**src/rtl/lc3b_types.sv**
```systemverilog
// Shared type definitions for the lc3b codebase.
// Holds the performance-counter mode encoding and a select-width helper.
package lc3b_types;

    typedef enum logic [1:0] {
        PM_OFF   = 2'd0,
        PM_EDGE  = 2'd1,
        PM_LEVEL = 2'd2,
        PM_RUN   = 2'd3
    } perf_mode_t;

    // Width of a channel-select field; never below one bit so NCH=1 still has a port.
    function automatic int sel_width(input int n);
        return (n > 1) ? $clog2(n) : 1;
    endfunction

endpackage

```
**src/rtl/perf_channel.sv**
```systemverilog
// One performance-counter channel: configuration, run-length tracker,
// qualifying-event logic and the saturating/wrapping counter with sticky overflow.
module perf_channel
    import lc3b_types::*;
#(
    parameter int CW  = 16,
    parameter int RW  = 4,
    parameter bit SAT = 1'b1
) (
    input  logic          clk,
    input  logic          reset,
    input  logic          trig_i,
    input  logic          enable_i,
    input  logic          clr_i,
    input  logic          cfg_load_i,
    input  perf_mode_t    cfg_mode_i,
    input  logic [RW-1:0] cfg_thresh_i,
    input  logic          cfg_cont_i,
    output logic [CW-1:0] count_o,
    output logic          ovf_o
);

    perf_mode_t    mode_q,   mode_d;
    logic [RW-1:0] thresh_q, thresh_d;
    logic          cont_q,   cont_d;
    logic [CW-1:0] count_q,  count_d;
    logic [RW-1:0] run_q,    run_d;
    logic          hit_q,    hit_d;
    logic          ovf_q,    ovf_d;
    logic          prev_q;

    logic at_thresh_s;
    logic qual_s;
    logic inc_s;
    logic max_s;
    logic zero_s;

    // Qualifying-event decode per mode; hit_q marks that this run already counted at threshold.
    always_comb begin
        at_thresh_s = (run_q == thresh_q);
        case (mode_q)
            PM_OFF:   qual_s = 1'b0;
            PM_EDGE:  qual_s = trig_i & ~prev_q;
            PM_LEVEL: qual_s = trig_i;
            PM_RUN:   qual_s = trig_i & at_thresh_s & (cont_q | ~hit_q);
            default:  qual_s = 1'b0;
        endcase
    end

    // Next-state for configuration, tracker and counter; clear and reconfigure both zero state.
    always_comb begin
        inc_s  = enable_i & qual_s;
        max_s  = &count_q;
        zero_s = clr_i | cfg_load_i;

        if (cfg_load_i) begin
            mode_d   = cfg_mode_i;
            thresh_d = cfg_thresh_i;
            cont_d   = cfg_cont_i;
        end else begin
            mode_d   = mode_q;
            thresh_d = thresh_q;
            cont_d   = cont_q;
        end

        if (zero_s) begin
            run_d   = '0;
            hit_d   = 1'b0;
            count_d = '0;
            ovf_d   = 1'b0;
        end else begin
            if (!trig_i) begin
                run_d = '0;
            end else if (at_thresh_s) begin
                run_d = run_q;
            end else begin
                run_d = run_q + RW'(1);
            end
            hit_d = trig_i & at_thresh_s;

            if (inc_s && max_s) begin
                count_d = SAT ? count_q : '0;
                ovf_d   = 1'b1;
            end else if (inc_s) begin
                count_d = count_q + CW'(1);
                ovf_d   = ovf_q;
            end else begin
                count_d = count_q;
                ovf_d   = ovf_q;
            end
        end
    end

    // State registers with synchronous reset.
    always_ff @(posedge clk) begin
        if (reset) begin
            mode_q   <= PM_OFF;
            thresh_q <= '0;
            cont_q   <= 1'b0;
            count_q  <= '0;
            run_q    <= '0;
            hit_q    <= 1'b0;
            ovf_q    <= 1'b0;
            prev_q   <= 1'b0;
        end else begin
            mode_q   <= mode_d;
            thresh_q <= thresh_d;
            cont_q   <= cont_d;
            count_q  <= count_d;
            run_q    <= run_d;
            hit_q    <= hit_d;
            ovf_q    <= ovf_d;
            prev_q   <= trig_i;
        end
    end

    assign count_o = count_q;
    assign ovf_o   = ovf_q;

endmodule

```
**src/rtl/perf_counter_bank.sv**
```systemverilog
// Bank of NCH independent performance counters with per-channel configuration,
// a registered readout port and sticky per-channel overflow flags.
module perf_counter_bank
    import lc3b_types::*;
#(
    parameter int NCH = 4,
    parameter int CW  = 16,
    parameter int RW  = 4,
    parameter bit SAT = 1'b1,
    localparam int CHW = sel_width(NCH)
) (
    input  logic             clk,
    input  logic             reset,
    input  logic [NCH-1:0]   trig,
    input  logic             enable,
    input  logic             cfg_we,
    input  logic [CHW-1:0]   cfg_ch,
    input  perf_mode_t       cfg_mode,
    input  logic [RW-1:0]    cfg_thresh,
    input  logic             cfg_cont,
    input  logic             clr,
    input  logic [CHW-1:0]   rd_ch,
    output logic [CW-1:0]    rd_data,
    output logic [NCH-1:0]   ovf
);

    logic [CW-1:0] count_s [NCH];
    logic [CW-1:0] rd_sel_s;
    logic [CW-1:0] rd_data_q, rd_data_d;

    for (genvar g = 0; g < NCH; g++) begin : g_ch
        perf_channel #(
            .CW  (CW),
            .RW  (RW),
            .SAT (SAT)
        ) u_ch (
            .clk          (clk),
            .reset        (reset),
            .trig_i       (trig[g]),
            .enable_i     (enable),
            .clr_i        (clr),
            .cfg_load_i   (cfg_we && (cfg_ch == CHW'(g))),
            .cfg_mode_i   (cfg_mode),
            .cfg_thresh_i (cfg_thresh),
            .cfg_cont_i   (cfg_cont),
            .count_o      (count_s[g]),
            .ovf_o        (ovf[g])
        );
    end

    // Readout mux; a select beyond NCH-1 reads as zero.
    always_comb begin
        rd_sel_s = '0;
        for (int i = 0; i < NCH; i++) begin
            if (rd_ch == CHW'(i)) begin
                rd_sel_s = count_s[i];
            end else begin
                rd_sel_s = rd_sel_s;
            end
        end
        rd_data_d = rd_sel_s;
    end

    // Readout register captures the pre-edge count of the selected channel.
    always_ff @(posedge clk) begin
        if (reset) begin
            rd_data_q <= '0;
        end else begin
            rd_data_q <= rd_data_d;
        end
    end

    assign rd_data = rd_data_q;

endmodule
```
**config.mk**
```make
export PLATFORM = sky130hd
export DESIGN_NAME = perf_counter_bank
export DESIGN_NICKNAME = d
export VERILOG_FILES = /design/src/rtl/lc3b_types.sv /design/src/rtl/perf_channel.sv /design/src/rtl/perf_counter_bank.sv
export SDC_FILE = /design/constraint.sdc
export NUM_CORES = 1
export LEC_CHECK = 0
export ABC_AREA = 1
export BUFFER_PORTS_ARGS = -buffer_cell sky130_fd_sc_hd__buf_2
export CORE_UTILIZATION = 55
export CTS_CLUSTER_DIAMETER = 120
export DETAILED_ROUTE_END_ITERATION = 12
export PLACE_DENSITY = 0.73
export SYNTH_ARGS = -nofsm -noshare
export SYNTH_HDL_FRONTEND = slang
export SYNTH_SLANG_ARGS = --single-unit
```
**constraint.sdc**
```tcl
create_clock -name clk -period 3.9 [get_ports clk]
set_clock_uncertainty 0.2 [all_clocks]
set_input_delay 1.17 -clock clk [delete_from_list [all_inputs] [get_ports clk]]
set_output_delay 1.17 -clock clk [all_outputs]
set_load 0.05 [all_outputs]
```
After elaboration in Yosys (flattened, before gate mapping) --
Cells that the tools add are included.
Storage, ports and cells: flip-flop bits (word level) 136, input bits 20, logic and storage cells 141
Operators by class: add/subtract/negate cells 8, eq/ne operators 22, mux-type cells 8, bitwise operators 40, reduce and logical (&&, ||, !) cells 30
Operators by type and width (count):
- $add 16x1->16 const B | 4
- $mux 16 | 4
- $reduce_and 16->1 | 4
- $eq 2x2->1 const B | 12
- $add 4x1->4 const B | 4
- $and 1x1->1 | 16
- $eq 4x4->1 | 4
- $not 1->1 | 16
- $pmux 1 s4 | 4
- $eq 2x1->1 const B | 6
- $logic_not 2->1 | 6
- $reduce_or 3->1 | 4
- $logic_and 1x1->1 | 8
- $or 1x1->1 | 8
- $reduce_and 2->1 | 4
- $reduce_or 2->1 | 4

Longest topological paths before layout --
Gate-level depths: netlist of the first run.
depth in word-level cells 8, mapped depth 10

Modules after synthesis --
A second synthesis of the first run with hierarchy kept.
Unflattened totals: cells, all modules 1117, area, all modules 7584.8 sq um
Modules (own cells, without submodules):
- perf_channel | instances 4, cells an instance 238, area each 1620.3 sq um, sequential area each 600.6 sq um
- perf_counter_bank | instances 1, cells an instance 165, area each 1103.6 sq um, sequential area each 320.3 sq um

Worst setup path before layout of the first run --
OpenSTA, ideal clock, no wires.
path type input-to-reg, start input port enable, end register g_ch[1].u_ch.count_q[1], data arrival time 2.110 ns, data required time 3.587 ns, path slack 1.478 ns, stages 6, buffers on the path 1, cell sequence inv_2 > nor3_2 > nand3_2 > buf_6 > nor2_1 > nor2_1
Between the ends: word-level cells in the longest chain between the ends 4
RTL lines:
- start: declaration | line perf_counter_bank.sv:15 | input logic enable,
- $and 1x1->1 (*) | line perf_channel.sv:52 | inc_s = enable_i & qual_s;
- $logic_and 1x1->1 | line perf_channel.sv:81 | if (inc_s && max_s) begin
- $not 1->1 (no line)
- $reduce_and 2->1 (no line) (*)
- end signal: assignment | line perf_channel.sv:109 | count_q <= count_d;
- end: declaration | line perf_channel.sv:26 | logic [CW-1:0] count_q, count_d;
Every way passes the cells marked *; elsewhere a longest branch is shown, timed or not. A chain may end at the register's enable or synchronous reset.

Worst setup path after layout of the first run --
start input port cfg_ch[0], end register g_ch[2].u_ch.run_q[2]
Between the ends: word-level cells in the longest chain between the ends 4
RTL lines:
- start: declaration | line perf_counter_bank.sv:17 | input logic [CHW-1:0] cfg_ch,
- $eq 2x2->1 | line perf_counter_bank.sv:42 | .cfg_load_i (cfg_we && (cfg_ch == CHW'(g))),
- $logic_and 1x1->1 | line perf_counter_bank.sv:42
- $or 1x1->1 | line perf_channel.sv:54 | zero_s = clr_i | cfg_load_i;
- $reduce_or 3->1 (no line)
- end signal: assignment | line perf_channel.sv:110 | run_q <= run_d;
- end: declaration | line perf_channel.sv:27 | logic [RW-1:0] run_q, run_d;
No other way between the ends.

==> out/qor.csv, run 1 <==
stage,metric,value,unit
power,p_sw_share,25.6,%
sta,fin_crit_sh,67.3,%
sta,fmax,0.381,GHz
hold_path,hold_depth,2,
drt,post_drt_wl_per_cell,14.2,µm
drt,drt_pass1_iterations,5,
power,clockPowerShare,46.7,%
grt,grt_max_degree,36,
yosys,synth.distinct_cells,37,
finish,nets,1151,
outcome,status,finished clean,
drt,detailroute.via_count,7226,
floorplan,io_pins,40,
grt,gr-usage-all-layers,27.9,%
yosys,ys.warnings.count,0,
grt,gr-total-overflow,0,
clock_network,postCtsHoldBufs,0,
power,pwr-share-seq,46.8,%
sta,slew_headroom,35.9,%
place,placed_area,7680,µm²
finish,diodes,0,
drt,final_antenna_net_count,0,
sta,fin_tns_setup,0,ns
power,p_leak,0.00315,µW
sta,final.min_clock_period,2.63,ns
worst_setup_path,path_class,in -> reg,
job,drv_cap,0,
grt,grt_pass1_vias,6594,
worst_setup_path,crit_fanout,16,
sta,slew_violations,0,
grt,antenna_found_initial,0,
clock_network,clockRootBuffer,clkbuf_16,
clock_network,clock_sinks,136,
worst_setup_path,cp.required,4.02,ns
finish,stdcell_count,1312,
finish,areaGrowthSynthToFinish,10.6,%
floorplan,rows,42,
drt,drt_iter0_markers,667,
sta,worstMarginPinSlew,0.960,ns
power,irDropWorstVdd,0.326,mV
power,p_per_area,372,nW/µm²
power,p_switching,780,µW
clock_network,cts_tree,built,
finish,final_common_cell,nand2_1,
yosys,syn_area_per_cell,6.76,µm²
floorplan,die_x,118,µm
finish,postLayoutCellArea,8190,µm²
floorplan,die_height,118,µm
sta,setup_viol,0,
yosys,syn_inst,1096,
worst_setup_path,cp_data_arrival_time,2.74,ns
clock_network,cts.repair.resized,0,
clock_network,clockBufferDepth,2,
worst_setup_path,startpoint_type,input pin,
power,power_frac_comb,6.5,%
clock_network,clkLatencyLatePin,0.43,ns
clock_network,cts-htree-levels,4,
sta,rsz0062_at_grt,false,
floorplan,core_area,13200,µm²
worst_setup_path,cp-end-kind,flip-flop,
yosys,ys_seq_elements,136,
floorplan,start_util,56.2,%
clock_network,cts_made_buffers,17,
floorplan,dieArea,13900,µm²
clock_network,clk_pin_slew,0.06,ns
grt,grt_pass1_wl,31200,µm
finish,mostFrequentLayoutCells,"294 x nand2_1, 136 x dfxtp_1, 117 x inv_1, 109 x a21oi_1, 100 x nor2_1",
sta,hold_violations,0,
place,place.gp.congestion,0.869,
clock_network,post_cts_buffers,0,
yosys,yosysSeqAreaShare,36.8,%
drt,drt-total-wl,18600,µm
place,dp_cells,1280,
place,hpwl,13100,µm
hold_path,hold_path_class,reg -> reg,
sta,worst_slack,1.27,ns
place,io_buffers,39,
drt,viasPerCell,5.51,
drt,drc_errors,0,
yosys,synthesis.nets,1124,
place,pre_cts_slack,0.869,ns
finish,drive_gt1_share,10.5,%
finish,utilization,62.1,%
yosys,syn_area,7410,µm²
worst_setup_path,r2r_cells,9,
power,internal_power,2270,µW
[synthesized netlist by cell type, drive strengths merged]
cell | n | area [µm²]
a211oi | 3 | 22.5
a21oi | 109 | 546
and2 | 3 | 18.8
buf | 23 | 144
clkbuf | 15 | 56.3
clkinv | 6 | 22.5
dfxtp | 136 | 2720
ha | 8 | 100
inv | 130 | 488
nand2 | 299 | 1140
nand3 | 55 | 308
nand3b | 1 | 7.51
nand4 | 87 | 589
nor2 | 110 | 473
nor3 | 14 | 124
o2111ai | 1 | 8.76
o211ai | 7 | 52.6
o21a | 5 | 37.5
o21ai | 44 | 220
o221ai | 2 | 17.5
o22ai | 9 | 56.3
xnor2 | 4 | 35.0
xor2 | 25 | 219
[sequential cells by signal (all words and copies together), names as in the netlist]
| name | count |
|---|---|
| g_ch.u_ch.count_o | 64 |
| g_ch.u_ch.run_q | 16 |
| g_ch.u_ch.thresh_q | 16 |
| rd_data | 16 |
| g_ch.u_ch.mode_q | 8 |
| g_ch.u_ch.cont_q | 4 |
| g_ch.u_ch.hit_q | 4 |
| g_ch.u_ch.ovf_o | 4 |
| g_ch.u_ch.prev_q | 4 |
[metal layers]
layer	part of all wire (%)	vias up	wire length (µm)	global-route usage, %
li1	-	3675	-	-
met2	45	202	8370	42.6
met5	0	-	0	0
met1	46	3308	8600	37.4
met3	5.6	41	1030	6.20
met4	3.2	0	594	12.8
[power groups by stage]
stage / Sequential (µW) / Clock (µW) / Combinational [µW]
finish: 1430 / 1420 / 198
global route: 1430 / 1510 / 223
CTS: 1430 / 1440 / 197
detailed placement: 1460 / 0 / 196
global placement: 1460 / 0 / 194
floorplan: 1470 / 0 / 133
[metrics by stage]
stage	total power, µW	hold slack (ns)
2_1_floorplan	1600	0.229
4_1_cts	3060	0.258
3_3_place_gp	1650	0.243
5_1_grt	3160	0.281
6_report	3050	0.254
3_5_place_dp	1650	0.250
[critical path: stages]
cell	delay, ns
buf_2	0.11
inv_1	0.07
nand3_1	0.31
nand2_1	0.65
inv_1	0.15
nand2_1	0.20
nor3_1	0.08
[worst paths after layout]
| path | endpoint | from | slack, ns |
|---|---|---|---|
| max reg2reg | g_ch[2].u_ch.count_o[15] | g_ch[2].u_ch.run_q[0] | 1.50 |
| max | g_ch[2].u_ch.run_q[2] | cfg_ch[0] | 1.27 |
| min | g_ch[2].u_ch.cont_q | g_ch[2].u_ch.cont_q | 0.25 |
| min reg2reg | g_ch[2].u_ch.cont_q | g_ch[2].u_ch.cont_q | 0.25 |
[logic make-up after synthesis]
family                     count (synthesis)  share of synthesized area [%]
DFF                                      136                           36.8
xor gates and xnor gates                  29                           3.43
adders and majority gates                  8                           1.35
AOI/OAI and AO/OA                        180                           13.0
buffers and inverters                    174                           9.59
and+or+nand+nor                          569                           35.9
[final cells by class]
| class | count | area [µm²] |
|---|---|---|
| clock buffer | 19 | 433 |
| clock inverter | 13 | 83.8 |
| sequential | 136 | 2720 |
| inverter | 136 | 510 |
| multi-input combinational | 786 | 3980 |
| timing repair buffer | 46 | 248 |
| tap | 176 | 220 |
| fill | 1242 | 5000 |
No activity file was read; power rests on OpenSTA's default activity.
==> run 2, diff against run 1 <==
--- a/config.mk
+++ b/config.mk
@@ -10,7 +10,7 @@
 export CORE_UTILIZATION = 55
 export CTS_CLUSTER_DIAMETER = 120
 export DETAILED_ROUTE_END_ITERATION = 12
-export PLACE_DENSITY = 0.73
+export PLACE_DENSITY = 0.76
 export SYNTH_ARGS = -nofsm -noshare
 export SYNTH_HDL_FRONTEND = slang
 export SYNTH_SLANG_ARGS = --single-unit
==> constraint.sdc (replaced) <==
create_clock -name clk -period 2.1 [get_ports clk]
set_clock_uncertainty 0.2 [all_clocks]
set_input_delay 0.63 -clock clk [delete_from_list [all_inputs] [get_ports clk]]
set_output_delay 0.63 -clock clk [all_outputs]
set_load 0.05 [all_outputs]
==> out/qor.csv, run 2 (same netlist as run 1, synthesis figures left out) <==
stage,metric,value,unit
clock_network,cts_tree,built,
worst_setup_path,r2r_cells,8,
clock_network,cts-htree-levels,4,
clock_network,cts.repair.resized,0,
hold_path,hold_depth,2,
drt,detailroute.via_count,7364,
clock_network,clock_sinks,136,
grt,grt_pass1_wl,31600,µm
floorplan,dieArea,13900,µm²
place,pre_cts_slack,0.0277,ns
grt,grt_max_degree,45,
clock_network,cts_made_buffers,17,
worst_setup_path,reg2reg_slack,0.19,ns
drt,drt-total-wl,18700,µm
sta,fin_tns_setup,0,ns
floorplan,core_area,13200,µm²
sta,hold_violations,0,
finish,final_common_cell,nand2_1,
drt,post_drt_wl_per_cell,13.9,µm
finish,mostFrequentLayoutCells,"294 x nand2_1, 136 x dfxtp_1, 117 x inv_1, 109 x a21oi_1, 100 x nor2_1",
finish,areaGrowthSynthToFinish,16.2,%
hold_path,min-delay-start,g_ch[1].u_ch.cont_q,
place,io_buffers,39,
worst_setup_path,startpoint_type,flip-flop,
clock_network,clockBufferDepth,2,
power,clockPowerShare,53.1,%
sta,worst_slack,0.193,ns
grt,gr-usage-all-layers,28.1,%
floorplan,start_util,56.2,%
worst_setup_path,reg2reg_to,g_ch[1].u_ch.count_o[13],
sta,fin_crit_sh,90.8,%
sta,fmax,0.524,GHz
hold_path,min_to,g_ch[1].u_ch.cont_q,
floorplan,die_height,118,µm
place,place.gp.congestion,0.928,
power,power_frac_comb,6.0,%
clock_network,clk_pin_slew,0.06,ns
grt,antenna_found_initial,0,
hold_path,hold_path_class,reg -> reg,
floorplan,rows,42,
clock_network,postCtsHoldBufs,0,
worst_setup_path,cp.required,2.25,ns
worst_setup_path,timing.rr.start,g_ch[1].u_ch.count_o[1],
grt,gr-total-overflow,0,
clock_network,clkLatencyLatePin,0.43,ns
finish,fillers,1168,
worst_setup_path,cp_data_arrival_time,2.05,ns
finish,diodes,0,
outcome,status,finished clean,
floorplan,io_pins,40,
finish,largest_reg_flops,64,
drt,viasPerCell,5.48,
drt,drt_iter0_markers,828,
power,irDropWorstVdd,0.578,mV
power,p_switching,1500,µW
sta,worstMarginPinSlew,0.497,ns
place,hpwl,13400,µm
clock_network,clockRootBuffer,clkbuf_16,
power,internal_power,4980,µW
finish,nets,1182,
drt,drt_pass1_iterations,5,
drt,drc_errors,0,
finish,drive_gt1_share,12.9,%
drt,final_antenna_net_count,0,
worst_setup_path,crit_fanout,17,
grt,grt_pass1_vias,6608,
worst_setup_path,path_class,reg -> reg,
power,pwr-share-seq,40.9,%
sta,setup_viol,0,
power,p_per_area,753,nW/µm²
sta,final.min_clock_period,1.91,ns
sta,slew_violations,0,
power,p_leak,0.00339,µW
clock_network,post_cts_buffers,0,
floorplan,die_x,118,µm
power,p_sw_share,23.1,%
sta,rsz0062_at_grt,false,
worst_setup_path,cp-end-kind,flip-flop,
job,drv_cap,0,
sta,slew_headroom,66.8,%
-- run 2: per-stage QoR --
stage          cells  util [%]  power (µW)  hold WS [ns]  instance area, µm²
2_1_floorplan   1096         -        2970         0.229                7410
6_report        1343      65.3        6480         0.253                8610
3_5_place_dp    1311      60.1        3100         0.246                7930
5_1_grt         1343      65.3        6690         0.249                8610
4_1_cts         1343      65.3        6500         0.247                8610
3_3_place_gp    1311      60.1        3090         0.241                7930
-- run 2: layout make-up --
class                   count  area, µm²  area share (%)
flip-flops and latches    136       2720            31.6
repair buffers             77        505            5.87
inverters                 136        510            5.93
multi-input cells         786       3980            46.2
clock inverters            14        244            2.83
clock buffers              18        429            4.99
well taps                 176        220            2.56
-- run 2: power by group through the flow --
stage               logic, µW  registers (µW)  clock network, µW
CTS                       390            2650               3460
floorplan                 247            2720                  0
finish                    391            2650               3440
global route              437            2660               3600
detailed placement        388            2710                  0
global placement          383            2710                  0
-- run 2: worst max-delay path, cell delays in order (launching register included) --
cell and delay, ns:
dfxtp_1 0.38, ha_1 0.25, nand2_1 0.13, nor2_4 0.21, nand4_4 0.12, nand3_2 0.09, buf_4 0.22, nand2_1 0.07
a21oi_1 0.16
-- run 2: worst max path at each step --
stage / to / from / depth (start not counted)
after global routing: g_ch[2].u_ch.count_o[9] / g_ch[2].u_ch.count_o[1] / 8
after detailed placement: g_ch[1].u_ch.count_o[13] / cfg_we / 7
final: g_ch[1].u_ch.count_o[13] / g_ch[1].u_ch.count_o[1] / 8
after CTS: g_ch[1].u_ch.count_o[13] / g_ch[1].u_ch.count_o[1] / 8
after floorplan: g_ch[1].u_ch.count_o[1] / enable / 6
after global placement: g_ch[1].u_ch.count_o[14] / cfg_we / 7
-- run 2: routing by layer --
metal  global-route usage [%]  vias up  part of all wire (%)
li1                         -     3741                     -
met1                     37.1     3337                    44
met2                     45.1      255                    47
met3                     6.88       31                   6.5
met4                     9.05        0                   1.9
met5                        0        -                     0
==> run 3, diff against run 2 <==
--- a/config.mk
+++ b/config.mk
@@ -13,4 +13,5 @@
 export PLACE_DENSITY = 0.76
 export SYNTH_ARGS = -nofsm -noshare
 export SYNTH_HDL_FRONTEND = slang
+export SYNTH_HIERARCHICAL = 1
 export SYNTH_SLANG_ARGS = --single-unit
==> out/qor.csv, run 3 <==
stage,metric,value,unit
worst_setup_path,r2r_cells,9,
clock_network,postCtsHoldBufs,0,
floorplan,rows,42,
finish,final_common_cell,nand2_1,
sta,slew_headroom,70.0,%
grt,grt_pass1_vias,6782,
place,dp_cells,1343,
yosys,ys.warnings.count,6,
worst_setup_path,cp-end-kind,flip-flop,
sta,fin_crit_sh,94.1,%
power,p_per_area,708,nW/µm²
worst_setup_path,reg2reg_to,g_ch[2].u_ch/count_o[8],
power,power_frac_comb,7.1,%
power,internal_power,4760,µW
clock_network,clock_sinks,136,
job,drv_cap,0,
place,hpwl,13700,µm
worst_setup_path,reg2reg_slack,0.12,ns
sta,worstMarginPinSlew,0.448,ns
yosys,syn_area_per_cell,6.79,µm²
floorplan,io_pins,40,
finish,drive_gt1_share,15.4,%
finish,mostFrequentLayoutCells,"300 x nand2_1, 136 x dfxtp_1, 132 x nor2_1, 131 x inv_1, 84 x a21oi_1",
finish,areaGrowthSynthToFinish,16.9,%
drt,drc_errors,0,
floorplan,die_x,119,µm
floorplan,die_height,119,µm
sta,slew_violations,0,
sta,rsz0062_at_grt,false,
yosys,synth_top_area_cell,dfxtp_1,
finish,stdcell_count,1378,
floorplan,dieArea,14300,µm²
sta,hold-worst-slack,0.235,ns
finish,postLayoutCellArea,8870,µm²
yosys,ys_seq_elements,136,
drt,final_antenna_net_count,0,
yosys,synth_top_area_share,35.9,%
power,clockPowerShare,50.6,%
place,io_buffers,39,
clock_network,cts_tree,built,
hold_path,min-delay-start,trig[0],
clock_network,cts_made_buffers,17,
power,p_switching,1520,µW
grt,gr-usage-all-layers,28.0,%
power,irDropWorstVdd,0.634,mV
worst_setup_path,startpoint_type,flip-flop,
sta,worst_slack,0.124,ns
place,pre_cts_slack,-0.0207,ns
drt,viasPerCell,5.44,
worst_setup_path,path_class,reg -> reg,
sta,hold_violations,0,
clock_network,cts-htree-levels,4,
worst_setup_path,cp.required,2.25,ns
drt,detailroute.via_count,7492,
clock_network,clk_pin_slew,0.06,ns
finish,nets,1217,
grt,grt_max_degree,22,
yosys,synth.distinct_cells,31,
yosys,syn_area,7580,µm²
clock_network,clockRootBuffer,clkbuf_16,
drt,drt-total-wl,19400,µm
clock_network,clkLatencyLatePin,0.42,ns
power,pwr-share-seq,42.2,%
grt,antenna_found_initial,0,
worst_setup_path,timing.rr.start,g_ch[2].u_ch/count_o[1],
clock_network,clockBufferDepth,2,
yosys,ys.flop_type,dfxtp_1,
sta,setup_viol,0,
yosys,synth_common_cells,"302 x nand2_1, 136 x dfxtp_1, 132 x nor2_1",
hold_path,hold_path_class,in -> reg,
finish,largest_reg_flops,64,
floorplan,core_area,13300,µm²
yosys,async_reset_ff_share,0,%
place,place.gp.congestion,0.919,
clock_network,post_cts_buffers,0,
power,p_sw_share,24.3,%
yosys,synthesis.nets,1145,
floorplan,start_util,56.8,%
yosys,yosysMostFrequentCell,nand2_1,
yosys,yosysSeqAreaShare,35.9,%
sta,fmax,0.506,GHz
yosys,synth.area.top_cells,"dfxtp_1 36%, nand2_1 15%, nor2_1 6.5%, inv_1 6.5%, nand4_1 6.3%",
outcome,status,finished clean,
worst_setup_path,crit_fanout,16,
hold_path,hold_depth,3,
grt,grt_pass1_wl,31500,µm
drt,drt_iter0_markers,627,
drt,drt_pass1_iterations,5,
finish,utilization,66.4,%
sta,final.min_clock_period,1.98,ns
place,placed_area,8210,µm²
yosys,syn_inst,1117,
worst_setup_path,cp_data_arrival_time,2.13,ns
power,p_leak,0.00366,µW
drt,post_drt_wl_per_cell,14.1,µm
hold_path,min_to,g_ch[0].u_ch/prev_q,
yosys,synth-edff-count,0,
clock_network,cts.repair.resized,0,
finish,diodes,0,
grt,gr-total-overflow,0,
run 3: per-stage QoR:
step | power [µW] | setup TNS [ns]
global placement | 3140 | 0
CTS | 6320 | 0
global route | 6500 | 0
detailed placement | 3150 | -0.0567
floorplan | 3020 | 0
finish | 6280 | 0
run 3: worst max path at each step:
stage | cells after the start | endpoint | startpoint
global route | 9 | g_ch[2].u_ch/count_o[8] | g_ch[2].u_ch/count_o[1]
global placement | 9 | g_ch[2].u_ch/run_q[1] | cfg_we
detailed placement | 8 | g_ch[3].u_ch/run_q[1] | cfg_we
floorplan | 6 | g_ch[3].u_ch/count_o[13] | cfg_ch[1]
finish | 9 | g_ch[2].u_ch/count_o[8] | g_ch[2].u_ch/count_o[1]
CTS | 9 | g_ch[3].u_ch/count_o[15] | g_ch[3].u_ch/count_o[1]
run 3: worst max-delay path, cell delays in order (launching register included):
cell	delay, ns
dfxtp_1	0.38
ha_1	0.22
nand3_2	0.14
nor2_4	0.16
nand2_4	0.07
nor2_4	0.11
nand2_4	0.11
nand3_4	0.24
nand2_1	0.10
a21oi_1	0.15
run 3: cell type report:
cell class / count / area [µm²]
Clock buffer: 17 / 425
Clock inverter: 15 / 203
Fill cell: 1204 / 4480
Inverter: 133 / 499
Multi-Input combinational cell: 813 / 4160
Sequential cell: 136 / 2720
Tap cell: 176 / 220
Timing Repair Buffer: 88 / 638
run 3: routing by layer:
layer | wire, µm | part of all wire (%) | track usage (%)
met4 | 416 | 2.1 | 10.9
met3 | 1090 | 5.6 | 5.94
met5 | 0 | 0 | 0
met2 | 9230 | 48 | 47.1
met1 | 8660 | 45 | 34.8
run 3: logic make-up after synthesis:
kind of cell,after synthesis,share of synthesized area (%)
XOR/XNOR,28,3.23
AND/OR/NAND/NOR,626,39.2
adder cells (fa/ha/maj),8,1.32
flip-flops,136,35.9
buffers and inverters,171,9.72
AO/OA/AOI/OAI,148,10.6
run 3: power groups by stage:
stage	logic [µW]	clock network [µW]	registers, µW
6_report	449	3180	2650
5_1_grt	496	3340	2660
4_1_cts	444	3220	2650
3_5_place_dp	440	0	2710
3_3_place_gp	432	0	2710
2_1_floorplan	270	0	2750
